<file path="config.mk">
export PLATFORM = sky130hd
export DESIGN_NAME = turn_resource_accum
export DESIGN_NICKNAME = d
export VERILOG_FILES = /design/src/rtl/turn_resource_accum_pkg.sv /design/src/rtl/turn_resource_accum_sat_addsub.sv /design/src/rtl/turn_resource_accum.sv
export SDC_FILE = /design/constraint.sdc
export NUM_CORES = 1
export LEC_CHECK = 0
export CAP_MARGIN = 15
export CELL_PAD_IN_SITES_DETAIL_PLACEMENT = 1
export CELL_PAD_IN_SITES_GLOBAL_PLACEMENT = 1
export CORE_MARGIN = 1
export CORE_UTILIZATION = 40
export DETAILED_ROUTE_END_ITERATION = 8
export GPL_TIMING_DRIVEN = 0
export PLACE_DENSITY = 0.92
export SYNTH_ARGS = -nofsm -noshare
export SYNTH_HDL_FRONTEND = slang
export SYNTH_SLANG_ARGS = --single-unit
</file>
<file path="constraint.sdc">
create_clock -name clk -period 3.4 [get_ports clk]
set_input_delay 0.68 -clock clk [delete_from_list [all_inputs] [get_ports clk]]
set_output_delay 0.68 -clock clk [all_outputs]
set_load 0.03 [all_outputs]
</file>
<file path="src/rtl/turn_resource_accum_pkg.sv">
// Shared game definitions: card mode codes and the draw FSM state encoding.
package turn_resource_accum_pkg;

   localparam logic [2:0] MODE_NONE      = 3'd0;
   localparam logic [2:0] MODE_START     = 3'd1;
   localparam logic [2:0] MODE_ACTION    = 3'd2;
   localparam logic [2:0] MODE_ACTIONEND = 3'd3;
   localparam logic [2:0] MODE_BUY       = 3'd4;
   localparam logic [2:0] MODE_DRAW      = 3'd5;
   localparam logic [2:0] MODE_ENDGAME   = 3'd6;
   localparam logic [2:0] MODE_RSVD      = 3'd7;

   typedef enum logic {
      ST_IDLE = 1'b0,
      ST_DRAW = 1'b1
   } state_t;

endpackage

</file>
<file path="src/rtl/turn_resource_accum_sat_addsub.sv">
// Saturating add/subtract, signed or unsigned, of two equal-width operands.
module sat_addsub #(
   parameter int W      = 4,
   parameter bit SIGNED = 1'b0
) (
   input  logic [W-1:0] a,
   input  logic [W-1:0] b,
   input  logic         sub,
   output logic [W-1:0] y
);

   logic [W:0] ext_a;
   logic [W:0] ext_b;
   logic [W:0] s;

   always_comb begin
      ext_a = SIGNED ? {a[W-1], a} : {1'b0, a};
      ext_b = SIGNED ? {b[W-1], b} : {1'b0, b};
      s     = sub ? (ext_a - ext_b) : (ext_a + ext_b);
      y     = s[W-1:0];
      if (SIGNED) begin
         // sign bits disagree only on overflow; s[W] holds the true sign
         if (s[W] != s[W-1])
            y = s[W] ? {1'b1, {(W-1){1'b0}}} : {1'b0, {(W-1){1'b1}}};
      end else if (s[W]) begin
         y = sub ? '0 : '1;
      end
   end

endmodule

</file>
<file path="src/rtl/turn_resource_accum.sv">
// Per-turn resource bookkeeping: applies card stats, sequences pending draws,
// and keeps per-player VP totals.
//   state | meaning
//   IDLE  | ready for a card
//   DRAW  | requesting cards until pending draws reach zero
module turn_resource_accum
   import turn_resource_accum_pkg::*;
#(
   parameter  int CNT_W    = 3,
   parameter  int GOLD_W   = 5,
   parameter  int COST_W   = 4,
   parameter  int VP_W     = 4,
   parameter  int NPLAYERS = 4,
   localparam int PW       = (NPLAYERS > 1) ? $clog2(NPLAYERS) : 1,
   localparam int VPT      = VP_W + 3
) (
   input  logic                    clk,
   input  logic                    rst_n,
   input  logic [2:0]              mode,
   input  logic                    card_valid,
   output logic                    card_ready,
   input  logic [CNT_W-1:0]        ibuy,
   input  logic [CNT_W-1:0]        iaction,
   input  logic [CNT_W-1:0]        idraw,
   input  logic [GOLD_W-1:0]       igold,
   input  logic [COST_W-1:0]       icost,
   input  logic [VP_W-1:0]         ivp,
   input  logic [PW-1:0]           player,
   output logic                    draw_req,
   input  logic                    draw_ack,
   output logic [CNT_W-1:0]        buys,
   output logic [CNT_W-1:0]        actions,
   output logic [GOLD_W-1:0]       gold,
   output logic [NPLAYERS*VPT-1:0] vp_bus,
   output logic                    ok,
   output logic                    rej
);

   state_t                  state_q, state_n;
   logic [CNT_W-1:0]        actions_q, actions_n, buys_q, buys_n, pending_q, pending_n;
   logic [GOLD_W-1:0]       gold_q, gold_n;
   logic [VPT-1:0]          vp_q [NPLAYERS];
   logic [VPT-1:0]          vp_n [NPLAYERS];
   logic                    ok_n, rej_n;

   logic [CNT_W-1:0]        act_dec, act_sum, buy_sum, buy_dec, pend_sum, pend_dec;
   logic [GOLD_W-1:0]       gold_sum, gold_diff, cost_ext;
   logic [GOLD_W+COST_W-1:0] cost_wide, gold_wide;
   logic [VPT-1:0]          vp_sel, vp_sum, ivp_ext;
   logic                    gold_ge, player_ok, accept;

   assign cost_wide = {{GOLD_W{1'b0}}, icost};
   assign gold_wide = {{COST_W{1'b0}}, gold_q};
   assign cost_ext  = cost_wide[GOLD_W-1:0];
   assign gold_ge   = gold_wide >= cost_wide;
   assign ivp_ext   = {{3{ivp[VP_W-1]}}, ivp};
   assign player_ok = 32'(player) < NPLAYERS;

   sat_addsub #(.W(CNT_W))  u_act_dec  (.a(actions_q), .b(CNT_W'(1)), .sub(1'b1), .y(act_dec));
   sat_addsub #(.W(CNT_W))  u_act_add  (.a(act_dec),   .b(iaction),   .sub(1'b0), .y(act_sum));
   sat_addsub #(.W(CNT_W))  u_buy_add  (.a(buys_q),    .b(ibuy),      .sub(1'b0), .y(buy_sum));
   sat_addsub #(.W(CNT_W))  u_buy_dec  (.a(buys_q),    .b(CNT_W'(1)), .sub(1'b1), .y(buy_dec));
   sat_addsub #(.W(CNT_W))  u_pend_add (.a(pending_q), .b(idraw),     .sub(1'b0), .y(pend_sum));
   sat_addsub #(.W(CNT_W))  u_pend_dec (.a(pending_q), .b(CNT_W'(1)), .sub(1'b1), .y(pend_dec));
   sat_addsub #(.W(GOLD_W)) u_gold_add (.a(gold_q),    .b(igold),     .sub(1'b0), .y(gold_sum));
   sat_addsub #(.W(GOLD_W)) u_gold_sub (.a(gold_q),    .b(cost_ext),  .sub(1'b1), .y(gold_diff));
   sat_addsub #(.W(VPT), .SIGNED(1'b1)) u_vp_add (.a(vp_sel), .b(ivp_ext), .sub(1'b0), .y(vp_sum));

   assign accept = card_valid && (state_q == ST_IDLE);

   always_comb begin
      state_n   = state_q;
      actions_n = actions_q;
      buys_n    = buys_q;
      gold_n    = gold_q;
      pending_n = pending_q;
      vp_n      = vp_q;
      ok_n      = 1'b0;
      rej_n     = 1'b0;
      vp_sel    = '0;
      for (int i = 0; i < NPLAYERS; i++)
         if (PW'(i) == player) vp_sel = vp_q[i];

      if (accept) begin
         ok_n = 1'b1;
         case (mode)
            MODE_START: begin
               actions_n = CNT_W'(1);
               buys_n    = CNT_W'(1);
               gold_n    = '0;
               pending_n = '0;
            end
            MODE_ACTION: begin
               if (actions_q == '0) begin
                  ok_n  = 1'b0;
                  rej_n = 1'b1;
               end else begin
                  actions_n = act_sum;
                  buys_n    = buy_sum;
                  gold_n    = gold_sum;
                  pending_n = pend_sum;
               end
            end
            MODE_ACTIONEND: gold_n = gold_sum;
            MODE_BUY: begin
               if ((buys_q != '0) && gold_ge) begin
                  gold_n = gold_diff;
                  buys_n = buy_dec;
               end else begin
                  ok_n  = 1'b0;
                  rej_n = 1'b1;
               end
            end
            MODE_DRAW: pending_n = pend_sum;
            MODE_ENDGAME: begin
               if (player_ok) begin
                  for (int i = 0; i < NPLAYERS; i++)
                     if (PW'(i) == player) vp_n[i] = vp_sum;
               end else begin
                  ok_n  = 1'b0;
                  rej_n = 1'b1;
               end
            end
            default: begin
               ok_n  = 1'b0;
               rej_n = 1'b1;
            end
         endcase
         if (ok_n && (pending_n != '0)) state_n = ST_DRAW;
      end else if ((state_q == ST_DRAW) && draw_ack) begin
         pending_n = pend_dec;
         if (pend_dec == '0) state_n = ST_IDLE;
      end
   end

   always_ff @(posedge clk or negedge rst_n) begin
      if (!rst_n) begin
         state_q   <= ST_IDLE;
         actions_q <= '0;
         buys_q    <= '0;
         gold_q    <= '0;
         pending_q <= '0;
         ok        <= 1'b0;
         rej       <= 1'b0;
         for (int i = 0; i < NPLAYERS; i++) vp_q[i] <= '0;
      end else begin
         state_q   <= state_n;
         actions_q <= actions_n;
         buys_q    <= buys_n;
         gold_q    <= gold_n;
         pending_q <= pending_n;
         ok        <= ok_n;
         rej       <= rej_n;
         vp_q      <= vp_n;
      end
   end

   always_comb begin
      vp_bus = '0;
      for (int i = 0; i < NPLAYERS; i++) vp_bus[i*VPT +: VPT] = vp_q[i];
   end

   assign card_ready = (state_q == ST_IDLE);
   assign draw_req   = (state_q == ST_DRAW);
   assign actions    = actions_q;
   assign buys       = buys_q;
   assign gold       = gold_q;

endmodule

</file>
==> results of run 1 <==
cell usage in the layout, fill, tap and decap left out, drive strengths merged, types with 3 or more instances in the layout:
cell           Yosys  final
mux4               7      7
buf                2      4
nand2             12     12
nor2b             11     11
o21a               4      4
clkdlybuf4s50      0     68
nand2b             6      6
mux2              22     22
a21o              12     12
inv               34     34
nand3              4      4
a31oi              5      5
dfrtp             45     45
ha                33     33
o21ai             14     14
nor2              27     27
nand3b             3      3
mux2i              4      4
nor3b              4      4
clkbuf             5     10
nor3               9      9
xnor2              7      7
a21oi             31     31
o211ai             7      7
fa                 6      6
xor2               5      5
a211oi             5      5
area by class of cell:
class | count | area (um2)
plain buffers | 7 | 32.5
clock buffers | 5 | 68.8
clock inverters | 2 | 35.0
fillers | 952 | 3870
inverters | 34 | 128
multi-input cells | 264 | 2200
flip-flops and latches | 45 | 1130
well taps | 105 | 131
repair buffers | 70 | 706
sequential cells by signal, indices dropped and copies added, names as in the netlist:
| signal | count |
|---|---|
| ok | 1 |
| vp_bus | 28 |
| pending_q | 3 |
| draw_req | 1 |
| actions | 3 |
| gold | 5 |
| buys | 3 |
| rej | 1 |
how the worst min path moves through the flow:
stage,to,slack (ps),depth (start not counted)
floorplan,actions[0],380,0
global placement,vp_bus[5],520,1
detailed placement,vp_bus[5],530,1
CTS,buys[1],360,1
global route,vp_bus[9],360,1
finish,buys[1],340,1
metal layers:
metal	track usage [%]	up-vias
met4	5.68	0
met2	43.6	67
met5	0	-
met3	3.27	15
met1	26.2	1486
li1	-	1409
cells by family after synthesis:
group | count (synthesis) | share of synthesized area [%]
AOI/OAI and AO/OA | 95 | 18.1
and+or+nand+nor | 84 | 13.0
DFF | 45 | 32.4
buffers and inverters | 41 | 4.50
adders and majority gates | 40 | 15.6
muxes | 33 | 13.3
xor gates and xnor gates | 12 | 3.02
through the flow:
step	cells	power (mW)
final	532	4.05
after global routing	532	4.35
after CTS	532	4.07
after detailed placement	525	3.65
after global placement	524	3.51
after floorplan	350	2.72
worst max-delay path, delay by kind of cell:
| kind | cells | cell delay (ps) |
|---|---|---|
| compound gates | 4 | 1120 |
| mux | 3 | 1200 |
| buf+inv | 1 | 210 |
| fa+ha+maj | 1 | 310 |
what timing repair did:
action | CTS | global route
setup endpoints to repair | 16 | 4
hold endpoints to repair | 0 | 0
cloned | 0 | 0
gates resized for setup | 1 | 1
power groups by stage:
stage	Clock (mW)	Combinational [mW]	Sequential (mW)
after floorplan	0	1.35	1.37
after detailed placement	0	2.63	1.02
after CTS	0.415	2.65	1.01
after global routing	0.430	2.88	1.04
final	0.403	2.64	1.01
after global placement	0	2.51	0.998
==> run metrics, run 1 <==
Die W=95.3 um; Gate power share=65.2%; max incr delay on CP=560 ps; worst path required time=3640 ps; post-synth top area share=32.4%; antenna-violating nets left=0; Setup violations, final=0; # Post-CTS Setup Buffers=0; flops & latches, synth=45; Final Max Slew Viols=0; largest fanout on the critical path=10; yosys warns=0; arrival time at the worst endpoint=3530 ps; CTS Buf Count=5; worst reg-to-reg path cell count=8; row count=33; Async SR Flop Fraction=100%; WL met3=261 um; Finished Cell Area=4430 um2; Layout Utilization=53.4%; total negative slack=0 ps; max-cap viol count=0; Post-Syn Area=3480 um2; Worst R2R Start=vp_bus[15]; root buffer cell=clkbuf_8; largest net degree at the start of global routing=28; Placement Cell Area=4320 um2; Ant. Diodes=0; Startpoint Class=input port; top routing layer used=met4; first-pass GRT wire length=16000 um; Net Count, Synth=420; Hold Vio Cnt, Final=0; WHS=338 ps; Crit. Startpoint=player[0]; M1 WL=3960 um; drt first-iter violations=66; CTS tree=done; CP Capture Point=vp_bus[12]; f_max=304 MHz; Synth area leader=dfrtp_1; slack of the critical path=112 ps; Max clock buf depth=2; CTS sink cnt=45; die area=9070 um2; fraction of layout cells with a size suffix above 1=11.9%; grt ovf=0; number of flops mapped to enable cells by yosys=0; detailed placer's ending HPWL=7680 um; CP Cell Sequence=buf_4 > mux4_2 > ha_1 > a211oi_1 > o21ai_2 > a31oi_4 > mux2_2 > o211ai_1 > mux2_2; register area share after synthesis=32.4%; Hold WC Path Type=input port to async pin; syn avg cell area=9.94 um2; outcome=complete, no violations; GPL Wtd Cong=0.873; area grow syn2layout=27.3%; DR WL/cell=17.9 um; most common library cells after synthesis=45 x dfrtp_1, 34 x inv_1, 33 x ha_1; Net Sw Frac=47.0%; reg2reg setup slack=350 ps; Pwr per Cell Area=915 nW/um2; count leader, synth=dfrtp_1; Worst VDD drop=0.392 mV; internal power=2.15 mW; crit end category=flop; Core ar.=8300 um2; DP Worst Slack=-491 ps; Die Ht=95.3 um; Initial Utilization=41.9%; input/output buffers=69; WS Path Type=input port to flop; Static Leak=2.00 nW; Clock power frac=10.0%; layout net count=497; Setup Skew=6.81 ps; Ports=74; cells after synthesis=350; measured slew at the worst slew-check pin=851 ps; CTS H-tree lvls=2; wire length on met2=5140 um; part of the power in registers=24.9%; drt drc=0; CTS clk-pin slew, worst paths=90 ps; routed wire length=9530 um; library cells used by synthesis=52; via count=2977; Slew HR=43.0%; Tcrit/Tclk final=96.7%; Most used DFF post-synth=dfrtp_1; Synth area leaders=dfrtp_1 32%, ha_1 12%, mux2_2 5.5%, mux4_2 4.5%, a21oi_1 4.5%; DRT Pass-1 Iters=4; r2r endpoint=vp_bus[12]; cts hold-fix bufs=0; vias per cell=5.60; CP dominant cell by count=mux2_2; vias in the first global route=3313; worst skew pair latency=300 ps; All-Layer GR Usage=22.8%; Tmin final=3290 ps; P_sw=1.90 mW; initial antenna violation count=0; CP max-delay cell=mux4_2
Note: power is estimated with default switching activity, not from simulation.
==> inputs of run 2 (changes only) <==
--- a/config.mk
+++ b/config.mk
@@ -13,6 +13,9 @@
 export DETAILED_ROUTE_END_ITERATION = 8
 export GPL_TIMING_DRIVEN = 0
 export PLACE_DENSITY = 0.92
+export SETUP_SLACK_MARGIN = 0.5
+export SKIP_LAST_GASP = 1
+export SLEW_MARGIN = 10
 export SYNTH_ARGS = -nofsm -noshare
 export SYNTH_HDL_FRONTEND = slang
 export SYNTH_SLANG_ARGS = --single-unit
==> run 2 against run 1 <==
Die area unchanged; clock power down 17%; global-route usage up 0.71 points; via count up 6.9%; count of clock-buffer cells in the layout unchanged; critical path type unchanged; non-clock buffer count up 26; core utilization up 4.8 points; fmax up 7.0%; largest power group unchanged; final cell count up 4.7%; highest routed layer unchanged; critical path depth up 3.
==> run metrics, run 2 (same netlist as run 1, synthesis figures left out) <==
outcome=complete, no violations; WS Path Type=input port to flop; drt drc=0 (unchanged); Static Leak=2.16 nW (+8.1%); routed wire length=11100 um (+16%); worst skew pair latency=310 ps (about the same); Slew HR=54.0% (+11 points); drt first-iter violations=68 (+3.0%); Core ar.=8300 um2 (unchanged); initial antenna violation count=0 (unchanged); r2r endpoint=vp_bus[24]; worst reg-to-reg path cell count=12 (+4); Clock power frac=7.6% (-2.4 points); input/output buffers=69 (unchanged); RSZ-0062 raised after global routing=true; vias per cell=5.71 (+2.1%); Hold Vio Cnt, Final=0 (unchanged); Initial Utilization=41.9% (unchanged); Layout Utilization=58.2% (+4.8 points); root buffer cell=clkbuf_8; cts hold-fix bufs=0 (unchanged); slack of the critical path=327 ps (+215 ps); Tcrit/Tclk final=90.4% (-6.3 points); vias in the first global route=3389 (+2.3%); area grow syn2layout=38.8%; Ant. Diodes=0 (unchanged); Worst R2R Start=vp_bus[21]; Setup Skew=4.88 ps (-1.93 ps); measured slew at the worst slew-check pin=691 ps (-160 ps); part of the power in registers=23.0% (-1.9 points); WHS=408 ps (+69.8 ps); CTS H-tree lvls=2 (unchanged); P_sw=2.07 mW (+8.8%); Gate power share=69.3% (+4.1 points); Max clock buf depth=2 (unchanged); Hold WC Path Type=input port to async pin; antenna-violating nets left=0 (unchanged); Tmin final=3070 ps (-215 ps); All-Layer GR Usage=23.5% (+0.71 points); largest fanout on the critical path=8 (-2); max reg flops=28 (unchanged); Die Ht=95.3 um (unchanged); Worst VDD drop=0.353 mV (-10%); Ports=74 (unchanged); via count=3181 (+6.9%); Net Sw Frac=47.3% (+0.36 points); detailed placer's ending HPWL=7500 um (-2.3%); max-cap viol count=0 (unchanged); CTS tree=done; most common cell after layout, fill and taps aside=clkdlybuf4s50_1; reg2reg setup slack=460 ps (+110 ps); Setup violations, final=0 (unchanged); Die W=95.3 um (unchanged); CTS clk-pin slew, worst paths=90 ps (about the same); arrival time at the worst endpoint=3320 ps (-210 ps); row count=33 (unchanged); Startpoint Class=input port; layout net count=523 (+5.2%); DR WL/cell=19.9 um (+11%); CTS Buf Count=5 (unchanged); crit end category=flop; DP Worst Slack=-9.94 ps (+481 ps); fraction of layout cells with a size suffix above 1=21.2% (+9.3 points); DRT Pass-1 Iters=4 (unchanged); Final Max Slew Viols=0 (unchanged); Pwr per Cell Area=905 nW/um2 (-1.0%); most frequent cells in the layout=67 x clkdlybuf4s50_1, 45 x dfrtp_1, 33 x inv_1; CTS sink cnt=45 (unchanged); GPL Wtd Cong=0.847 (-3.1%); worst path required time=3650 ps (about the same); grt ovf=0 (unchanged); internal power=2.30 mW (+7.2%); f_max=325 MHz (+7.0%); die area=9070 um2 (unchanged); largest net degree at the start of global routing=26 (-7.1%); first-pass GRT wire length=16300 um (+2.2%)
## run 2: area by class of cell
| type | instances | area, um2 |
|---|---|---|
| fillers | 920 | 3470 |
| multi-input cells | 264 | 2380 |
| flip-flops and latches | 45 | 1130 |
| repair buffers | 96 | 936 |
| well taps | 105 | 131 |
| inverters | 34 | 128 |
| clock buffers | 5 | 68.8 |
| plain buffers | 7 | 56.3 |
| clock inverters | 1 | 5.00 |
## run 2: power by group through the flow
stage	registers, mW	clock network [mW]	logic [mW]
6_report	1.01	0.334	3.03
4_1_cts	1.01	0.334	2.82
5_1_grt	1.04	0.361	3.26
3_5_place_dp	1.02	0	2.67
3_3_place_gp	0.994	0	2.56
2_1_floorplan	1.37	0	1.39
## run 2: routing by layer
metal | wire length (um) | vias to the layer above | global-route usage [%] | part of all wire, %
li1 | - | 1464 | - | -
met1 | 4360 | 1603 | 26.4 | 39
met2 | 6010 | 88 | 45.7 | 54
met3 | 391 | 26 | 3.27 | 3.5
met4 | 321 | 0 | 5.81 | 2.9
met5 | 0 | - | 0 | 0
## run 2: worst max path at each step
stage | startpoint | endpoint | cells past startpoint
global placement | player[1] | vp_bus[14] | 9
global route | player[0] | vp_bus[5] | 12
CTS | player[0] | vp_bus[14] | 9
finish | player[0] | vp_bus[24] | 12
detailed placement | player[1] | vp_bus[12] | 9
floorplan | player[0] | vp_bus[0] | 9
## run 2: worst max-delay path, stage by stage
cell      delay, ps
buf_16          120
buf_12          110
mux4_2          540
ha_4            280
and3_1          170
a21oi_2         180
nand3b_1        210
buf_6           180
or3b_4          390
o211ai_1        120
buf_4           170
mux2_2          150
## run 2: what timing repair did
| item | in CTS | in global routing |
|---|---|---|
| gates resized for setup | 11 | 18 |
| setup endpoints to repair | 24 | 30 |
| buffers inserted | 11 | 15 |
| pin swaps | 11 | 11 |
## run 2: stage by stage
step	TNS [ps]	cells	power, mW	cell area (um2)
after detailed placement	-26.0	525	3.68	4390
final	0	557	4.37	4830
after global routing	0	557	4.66	4830
after CTS	0	542	4.16	4600
after floorplan	0	350	2.76	3540
after global placement	0	524	3.55	4370
==> inputs of run 3 (changes only) <==
--- a/config.mk
+++ b/config.mk
@@ -8,7 +8,6 @@
 export CAP_MARGIN = 15
 export CELL_PAD_IN_SITES_DETAIL_PLACEMENT = 1
 export CELL_PAD_IN_SITES_GLOBAL_PLACEMENT = 1
-export CORE_MARGIN = 1
 export CORE_UTILIZATION = 40
 export DETAILED_ROUTE_END_ITERATION = 8
 export GPL_TIMING_DRIVEN = 0
==> results of run 3 <==
No change in the layout: final DEF, timing and power equal those of run 2.
